`src/rtl/cnt_arb_pkg.sv`:
```
// Shared types and helpers for the round-robin counter/timer arbiter.
// Used by cnt_timer_arb and load_dn_cnt (optional abort path: CNT_ARB_ABORT_EN).
package cnt_arb_pkg;

   typedef enum logic {
      IDLE = 1'b0,
      RUN  = 1'b1
   } state_t;

   localparam int unsigned CNT_ONE = 1;
   localparam int unsigned RR_MAX  = 32;

   // One-hot winner: first set req bit scanning upward from (ptr+1) mod nreq, with wrap.
   function automatic logic [RR_MAX-1:0] rr_pick(input logic [RR_MAX-1:0] req,
                                                 input int unsigned       ptr,
                                                 input int unsigned       nreq);
      logic [RR_MAX-1:0] win;
      logic              found;
      int unsigned       idx;
      win   = '0;
      found = 1'b0;
      for (int unsigned k = 1; k <= RR_MAX; k++) begin
         idx = (ptr + k) % nreq;
         if (!found && (k <= nreq) && req[idx[4:0]]) begin
            win[idx[4:0]] = 1'b1;
            found         = 1'b1;
         end
      end
      return win;
   endfunction

endpackage

```
`src/rtl/load_dn_cnt.sv`:
```
// Loadable down-counter shared by all requesters; saturates at 1 when decrementing.
// Loading zero is how the owner clears it between intervals.
module load_dn_cnt
   import cnt_arb_pkg::*;
#(
   parameter int unsigned N = 8
) (
   input  logic         clk,
   input  logic         rst,
   input  logic         load,
   input  logic [N-1:0] load_val,
   input  logic         en,
   output logic [N-1:0] q,
   output logic         is_one
);

   assign is_one = (q == N'(CNT_ONE));

   // Decrement never goes below 1 and never wraps from 0.
   always_ff @(posedge clk) begin
      if (rst) begin
         q <= '0;
      end else if (load) begin
         q <= load_val;
      end else if (en && !is_one && (q != '0)) begin
         q <= q - N'(1);
      end
   end

endmodule

```
`src/rtl/cnt_timer_arb.sv`:
```
// Round-robin arbiter granting exclusive timed windows on one shared down-counter.
// Define CNT_ARB_ABORT_EN to add the abort/aborted ports for early interval termination.
module cnt_timer_arb
   import cnt_arb_pkg::*;
#(
   parameter int unsigned NREQ = 4,
   parameter int unsigned N    = 8
) (
   input  logic              clk,
   input  logic              rst,
   input  logic [NREQ-1:0]   req,
   input  logic [NREQ*N-1:0] dur,
   output logic [NREQ-1:0]   grant,
   output logic [NREQ-1:0]   done,
   output logic              busy,
   output logic [N-1:0]      cnt_q
`ifdef CNT_ARB_ABORT_EN
   ,
   input  logic              abort,
   output logic              aborted
`endif
);

   localparam int unsigned PW = (NREQ > 1) ? $clog2(NREQ) : 1;

   state_t            state, state_d;
   logic [PW-1:0]     ptr, ptr_d;
   logic [NREQ-1:0]   grant_q, grant_d;
   logic [NREQ-1:0]   done_q, done_d;
   logic [NREQ-1:0]   win;
   logic [PW-1:0]     w_idx;
   logic [N-1:0]      dw;
   logic [N-1:0]      eff;
   logic              cnt_load;
   logic [N-1:0]      cnt_val;
   logic              cnt_en;
   logic              cnt_is_one;
   logic              abort_s;

`ifdef CNT_ARB_ABORT_EN
   assign abort_s = abort;
   // Completion wins over abort when both land in the last cycle.
   assign aborted = (state == RUN) && abort && !cnt_is_one;
`else
   assign abort_s = 1'b0;
`endif

   load_dn_cnt #(.N(N)) u_cnt (
      .clk      (clk),
      .rst      (rst),
      .load     (cnt_load),
      .load_val (cnt_val),
      .en       (cnt_en),
      .q        (cnt_q),
      .is_one   (cnt_is_one)
   );

   // Winner selection and its effective duration (zero means one cycle).
   always_comb begin
      win   = NREQ'(rr_pick(RR_MAX'(req), 32'(ptr), NREQ));
      w_idx = '0;
      for (int unsigned i = 0; i < NREQ; i++) begin
         if (win[i]) begin
            w_idx = PW'(i);
         end
      end
      dw  = dur[w_idx*N +: N];
      eff = (dw == '0) ? N'(CNT_ONE) : dw;
   end

   always_ff @(posedge clk) begin
      if (rst) begin
         state   <= IDLE;
         ptr     <= PW'(NREQ - 1);
         grant_q <= '0;
         done_q  <= '0;
      end else begin
         state   <= state_d;
         ptr     <= ptr_d;
         grant_q <= grant_d;
         done_q  <= done_d;
      end
   end

   // done is registered one cycle early so it coincides with cnt_q==1.
   always_comb begin
      state_d  = state;
      ptr_d    = ptr;
      grant_d  = grant_q;
      done_d   = '0;
      cnt_load = 1'b0;
      cnt_val  = '0;
      cnt_en   = 1'b0;
      case (state)
         IDLE: begin
            grant_d = '0;
            if (req != '0) begin
               state_d  = RUN;
               ptr_d    = w_idx;
               grant_d  = win;
               cnt_load = 1'b1;
               cnt_val  = eff;
               if (eff == N'(CNT_ONE)) begin
                  done_d = win;
               end
            end
         end
         RUN: begin
            if (cnt_is_one || abort_s) begin
               state_d  = IDLE;
               grant_d  = '0;
               cnt_load = 1'b1;
               cnt_val  = '0;
            end else begin
               cnt_en = 1'b1;
               if (cnt_q == N'(2)) begin
                  done_d = grant_q;
               end
            end
         end
         default: begin
            state_d = IDLE;
            grant_d = '0;
         end
      endcase
   end

   assign grant = grant_q;
   assign done  = done_q;
   assign busy  = (state == RUN);

endmodule

```
`config.mk`:
```
export PLATFORM = sky130hd
export DESIGN_NAME = cnt_timer_arb
export DESIGN_NICKNAME = d
export VERILOG_FILES = /design/src/rtl/cnt_arb_pkg.sv /design/src/rtl/load_dn_cnt.sv /design/src/rtl/cnt_timer_arb.sv
export SDC_FILE = /design/constraint.sdc
export NUM_CORES = 1
export LEC_CHECK = 0
export BUFFER_PORTS_ARGS = -buffer_cell sky130_fd_sc_hd__buf_2
export CAP_MARGIN = 20
export CORE_ASPECT_RATIO = 1.75
export CORE_MARGIN = 3
export CORE_UTILIZATION = 25
export DETAILED_ROUTE_END_ITERATION = 12
export GPL_TIMING_DRIVEN = 0
export PLACE_DENSITY = 0.44
export SKIP_CTS_REPAIR_TIMING = 1
export SYNTH_ARGS = -nofsm -noshare
export SYNTH_HDL_FRONTEND = slang
export SYNTH_SLANG_ARGS = --single-unit
```
`constraint.sdc`:
```
create_clock -name clk -period 8 [get_ports clk]
set_input_delay 0 -clock clk [delete_from_list [all_inputs] [get_ports clk]]
set_output_delay 0 -clock clk [all_outputs]
set_load 0.05 [all_outputs]
```
# Word level (Yosys, flattened, before mapping)
# Cells that the tools add are included.
# word_totals
register_bits	19
latchBits	0
ramBits	0
romBits	0
in_bits	38
n_memories	0
# classes
addsub	5
mul	0
div	0
n_lt_le_gt_ge	8
n_eq_ne	4
shifts	1
n_mux	45
n_bitwise	4
reduce_logical	18
# op_table
op	count
4-bit two-way mux	10
8-bit two-way mux	4
32-bit by 6-bit variable part select with 8-bit output	1
2-bit by 6-bit < comparator with 1-bit output, second input constant	4
8-bit by 1-bit equality test with 1-bit output, second input constant	2
1-bit two-way mux	16
4-bit one-hot mux with 2 select lines	2
8-bit one-hot mux with 2 select lines	1
4-bit bitwise OR	3
1-bit logical AND	9
1-bit binary-select mux with 2-bit select	4
1-bit demux with 2-bit select	4
8-bit by 2-bit equality test with 1-bit output, second input constant	1
2-bit by 1-bit >= comparator with 1-bit output, second input constant	4
8-bit zero test	1
8-bit nonzero test	1
8-bit by 1-bit subtractor with 8-bit output, second input constant	1
2-bit by 1-bit adder with 2-bit output, second input constant	2
2-bit adder, second input constant	2
1-bit zero test	4
2-bit two-way mux	2
1-bit one-hot mux with 2 select lines	2
4-bit nonzero test	1
2-bit by 1-bit != test with 1-bit output, second input constant	1
3 further kinds	3

# Logic depth before layout (Yosys ltp)
# logic_depth
depth_word	23
mapped_depth	13
mapped_depth_nobuf	10

# Modules after synthesis
# A second synthesis with hierarchy kept.
# hier_totals
cells_unflattened	239
hier_area_um2	1990.7
# modules_own_cells
mod	instances	cells_per_inst	area_per_inst_um2
cnt_timer_arb	1	176	1428.9
load_dn_cnt	1	63	561.8

# Worst setup path after synthesis
# OpenSTA, ideal clock, no wires.
# synth_timing
kind	reg-to-reg
startpoint	reg ptr[1]
endpoint	reg done_q[2], in the netlist done[2]
setup_time_ps	96
arrival_time_ps	3153
t_required_ps	7904
setup_slack_ps	4751
stages_incl_launch_ff	12
path_buffers	1
cell_sequence	dfxtp_1 clkbuf_1 inv_1 ha_1 mux2_2 and3_1 a2111oi_4 o21ai_2 nor3_4 a22o_1 nand4bb_4 o41ai_2
# synth_via
elab_chain_cells	23
elab_cells_between_ends	58
classes_between	4 x add/sub; 8 x order compare; 1 x eq/ne; 1 x shift; 30 x mux; 3 x bitwise; 11 x reduce/logical
# synth_rtl
item	line_no	source
from (decl)	cnt_timer_arb.sv:27	logic [PW-1:0] ptr, ptr_d;
from (signal assigned)	cnt_timer_arb.sv:74	ptr <= PW'(NREQ - 1);
from (signal assigned)	cnt_timer_arb.sv:79	ptr <= ptr_d;
parallel branches: the longest is 12 deep, another holds 2-bit by 6-bit < comparator with 1-bit output	--	
4-bit two-way mux *	cnt_arb_pkg.sv:24	if (!found && (k <= nreq) && req[idx[4:0]]) begin
1-bit two-way mux	cnt_timer_arb.sv:63	if (win[i]) begin
2-bit two-way mux (2 in series)	cnt_timer_arb.sv:63	
32-bit by 6-bit variable part select with 8-bit output	cnt_timer_arb.sv:67	dw = dur[w_idx*N +: N];
8-bit zero test	cnt_timer_arb.sv:68	eff = (dw == '0) ? N'(CNT_ONE) : dw;
8-bit two-way mux	cnt_timer_arb.sv:68	
8-bit by 1-bit equality test with 1-bit output	cnt_timer_arb.sv:103	if (eff == N'(CNT_ONE)) begin
4-bit two-way mux *	cnt_timer_arb.sv:103	
4-bit two-way mux *	cnt_timer_arb.sv:97	if (req != '0) begin
4-bit one-hot mux with 2 select lines *	cnt_timer_arb.sv:94	case (state)
to (signal assigned)	cnt_timer_arb.sv:81	done_q <= done_d;
to (decl)	cnt_timer_arb.sv:29	logic [NREQ-1:0] done_q, done_d;
# Mark *: on every way between the ends. The select of a mux whose other input is x is not followed.
# A chain may end at the register's enable or synchronous reset.

# Final worst setup path
# layout_timing
startpoint	reg ptr[1]
endpoint	reg done_q[3], in the netlist done[3]
# Same word-level chain as after synthesis.

==> run_results.csv <==
group,metric,value,unit
place,portBuffers,54,
clock_network,clk_latency,0.26,ns
global_routing,gr-usage-all-layers,14.6,%
routing,postRouteAntennaNets,0,
yosys,syn-num-nets,272,
yosys,synth_edf_count,0,
min_path,hold_path.class,"input port to flop",
worst_setup_path,cp_data_required_time,8.14,ns
global_routing,grt_overflow,0,
yosys,synth_top_area_cell,"dfxtp_1",
clock_network,htree_levels,1,
final_layout,n_antenna_cell,0,
final_layout,syn2layout_area_growth,24.5,%
yosys,synth_top_cell_area_share,20.4,%
timing,relSlewSlack,47.5,%
global_routing,grt_max_degree,11,
floorplanning,die_w,71.3,um
timing,setup_viol,0,
worst_setup_path,critical_path.max_fanout,8,
worst_setup_path,ff2ff_setup_slack,3.94,ns
routing,drc,0,
place,dpl.hpwl,5040,um
place,place.gp.congestion,0.792,
yosys,synth_seq_area_share,20.4,%
timing,tns,0,ns
worst_setup_path,reg2reg_to,"done[3]",
floorplanning,die_h,120,um
timing,clock.fmax,0.246,GHz
clock_network,cts_sinks,19,
routing,num_vias,1935,
global_routing,grt_pass1_wl,9910,um
min_path,hold_start,"rst",
yosys,syn-instance-count,224,
pwr,leakage,1.02,nW
final_layout,drive_above_1_share,32.6,%
worst_setup_path,timing.rr.start,"ptr[1]",
floorplanning,die_area,8580,um^2
floorplanning,core_area,7230,um^2
worst_setup_path,critPathLaunchType,"flop",
timing,post-route-period-util,50.8,%
timing,hold_viol,0,
worst_setup_path,timing.critical_path.to_type,"flop",
clock_network,cts-root-buf,"clkbuf_16",
yosys,synth_xor_area_share,0.469,%
clock_network,cts.path.max_buffers,2,
floorplanning,ios,55,
routing,wl_per_cell,16.8,um
global_routing,grt_pass1_vias,1955,
timing,finalMaxSlewViolations,0,
yosys,ys_ff_latch,19,
routing,drtIter0Drc,66,
min_path,min_to,"u_cnt.q[3]",
yosys,synth_adder_area_share,6.70,%
worst_setup_path,reg2regPathDepth,11,
pwr,power_density,508,nW/um^2
yosys,synth_area_leaders,"dfxtp_1 (20%), ha_1 (6.7%), nand2_1 (5.0%)",
yosys,netlist_area,1870,um^2
timing,fin_skew,0.00517,ns
yosys,synth_ff_type,"dfxtp_1",
final_layout,fill_cells,794,
yosys,synthArstFlopShare,0,%
routing,wl,6200,um
job,cap_viol_max_count,0,
timing,period_minus_slack,4.06,ns
clock_network,cts_tree,"yes",
worst_setup_path,worstSetupPathType,"flop to flop",
yosys,synthDistinctLibCells,62,
clock_network,clk_pin_slew,0.06,ns
yosys,synthMuxAreaShare,9.32,%
worst_setup_path,cp-startpoint,"ptr[1]",
min_path,min_path_cells,2,
floorplanning,start_util,25.8,%
final_layout,nets,331,
yosys,synth_compound_area_share,32.4,%
status,outcome,"complete, no violations",
yosys,synth_top_family_by_area,"compound AO/OA/AOI/OAI gates",
pwr,ir_drop,0.251,mV
yosys,yosysWarnings,0,
pwr,power,1.18,mW
timing,tightest_slew,0.780,ns
floorplanning,rows,41,
global_routing,antenna_found_initial,0,
routing,firstDrtPassIters,4,
timing,setup_ws,3.94,ns
place,dp_worst_setup_slack,3.90,ns
timing,rsz0062_at_grt,"no",
clock_network,cts_buffers,3,
yosys,syn_area_per_cell,8.33,um^2
yosys,yosys.area_share.simple,25.2,%
routing,viasPerCell,5.26,
worst_setup_path,cp.arrival,4.21,ns
-- where the power goes --
| group | total, mW | internal (mW) | switching (mW) | leakage [nW] |
|---|---|---|---|---|
| combinational | 0.907 | 0.338 | 0.569 | 0.830 |
| clock | 0.107 | 0.0679 | 0.0387 | 0.0382 |
| sequential | 0.167 | 0.126 | 0.0405 | 0.156 |
-- worst max-delay path by stage --
stage | depth (start not counted) | end | slack [ns]
after floorplan | 11 | done[2] | 4.75
after global placement | 11 | done[3] | 3.98
after detailed placement | 11 | done[3] | 3.90
after CTS | 11 | done[3] | 3.88
after global routing | 11 | done[3] | 3.62
final | 11 | done[3] | 3.94
-- through the flow --
step	util, %	hold WS [ns]	std cells	area (um^2)
after floorplan	-	0.0782	224	1870
after global placement	31.0	0.321	364	2240
after detailed placement	31.0	0.324	364	2240
after CTS	32.1	0.0509	368	2320
after global routing	32.1	0.0723	368	2320
final	32.1	0.0454	368	2320
-- per-layer routing --
metal  global-route usage (%)  routed length (um)
met5                        0                   0
met4                     6.00                 108
met3                     1.08                 208
met2                     28.2                3460
met1                     15.9                2420
-- cells by family after synthesis --
logic type | after synthesis
and+or+nand+nor | 88
muxes | 12
DFF | 19
AOI/OAI and AO/OA | 73
adders and majority gates | 10
buffers and inverters | 21
xor gates and xnor gates | 1
-- cells in the mapped netlist, types with 2 or more instances --
library cell and count:
nor4_1 3, a21oi_1 10, buf_1 2, mux4_2 4, a22oi_1 2, nand2_1 25
a311o_1 2, nand3b_1 2, mux2_2 3, o22ai_1 2, nor3_1 3, o21ai_0 13
o31ai_2 2, o2bb2ai_1 2, a31oi_1 3, a211oi_1 4, nand3_1 10, nor3b_1 2
a211oi_2 2, dfxtp_1 19, buf_2 2, nor2_1 21, mux2i_1 5, a21o_1 3
or3_1 3, a211o_1 3, or2_2 3, nand2b_1 5, a311oi_1 3, clkbuf_1 3
a22oi_2 2, ha_1 10, a22o_1 2, buf_6 3, o211ai_1 2, o41ai_2 2
inv_1 10, and3_1 3
-- cells in the final DEF (no fill, tap or decap), drive strengths merged, types with 3 or more instances in the layout --
cell type and instances:
mux2 3, mux2i 5, a21oi 12, o41ai 3
ha 10, inv 11, and3 3, nor2 21
nand2 25, nand3 10, a211o 3, a211oi 7
or3 3, clkbuf 7, a31oi 3, nand3b 3
nor4 3, o21ai 15, nand2b 5, nor3 4
mux4 4, a311oi 3, a22oi 4, or2 4
o31ai 3, nor3b 3, buf 61, dfxtp 19
a21o 3
-- worst max-delay path, stage by stage, from the launching register on --
cell	delay [ns]
dfxtp_1	0.38
clkbuf_1	0.36
inv_1	0.17
ha_1	0.42
mux2_2	0.39
and3_1	0.21
a2111oi_4	0.56
o21ai_2	0.27
nor3_4	0.35
a22o_1	0.28
nand4bb_4	0.19
o41ai_2	0.36
-- layout make-up --
| class | instances | area, um^2 | area share [%] |
|---|---|---|---|
| plain buffers | 10 | 62.6 | 2.69 |
| clock buffers | 4 | 78.8 | 3.39 |
| inverters | 11 | 41.3 | 1.78 |
| multi-input cells | 184 | 1380 | 59.5 |
| flip-flops and latches | 19 | 380 | 16.4 |
| well taps | 86 | 108 | 4.63 |
| repair buffers | 54 | 270 | 11.6 |
-- registers in the layout (all words and copies together) (netlist names) --
signal   count
busy         1
done         4
grant        4
ptr          2
u_cnt.q      8
No activity file was read; power rests on OpenSTA's default activity.
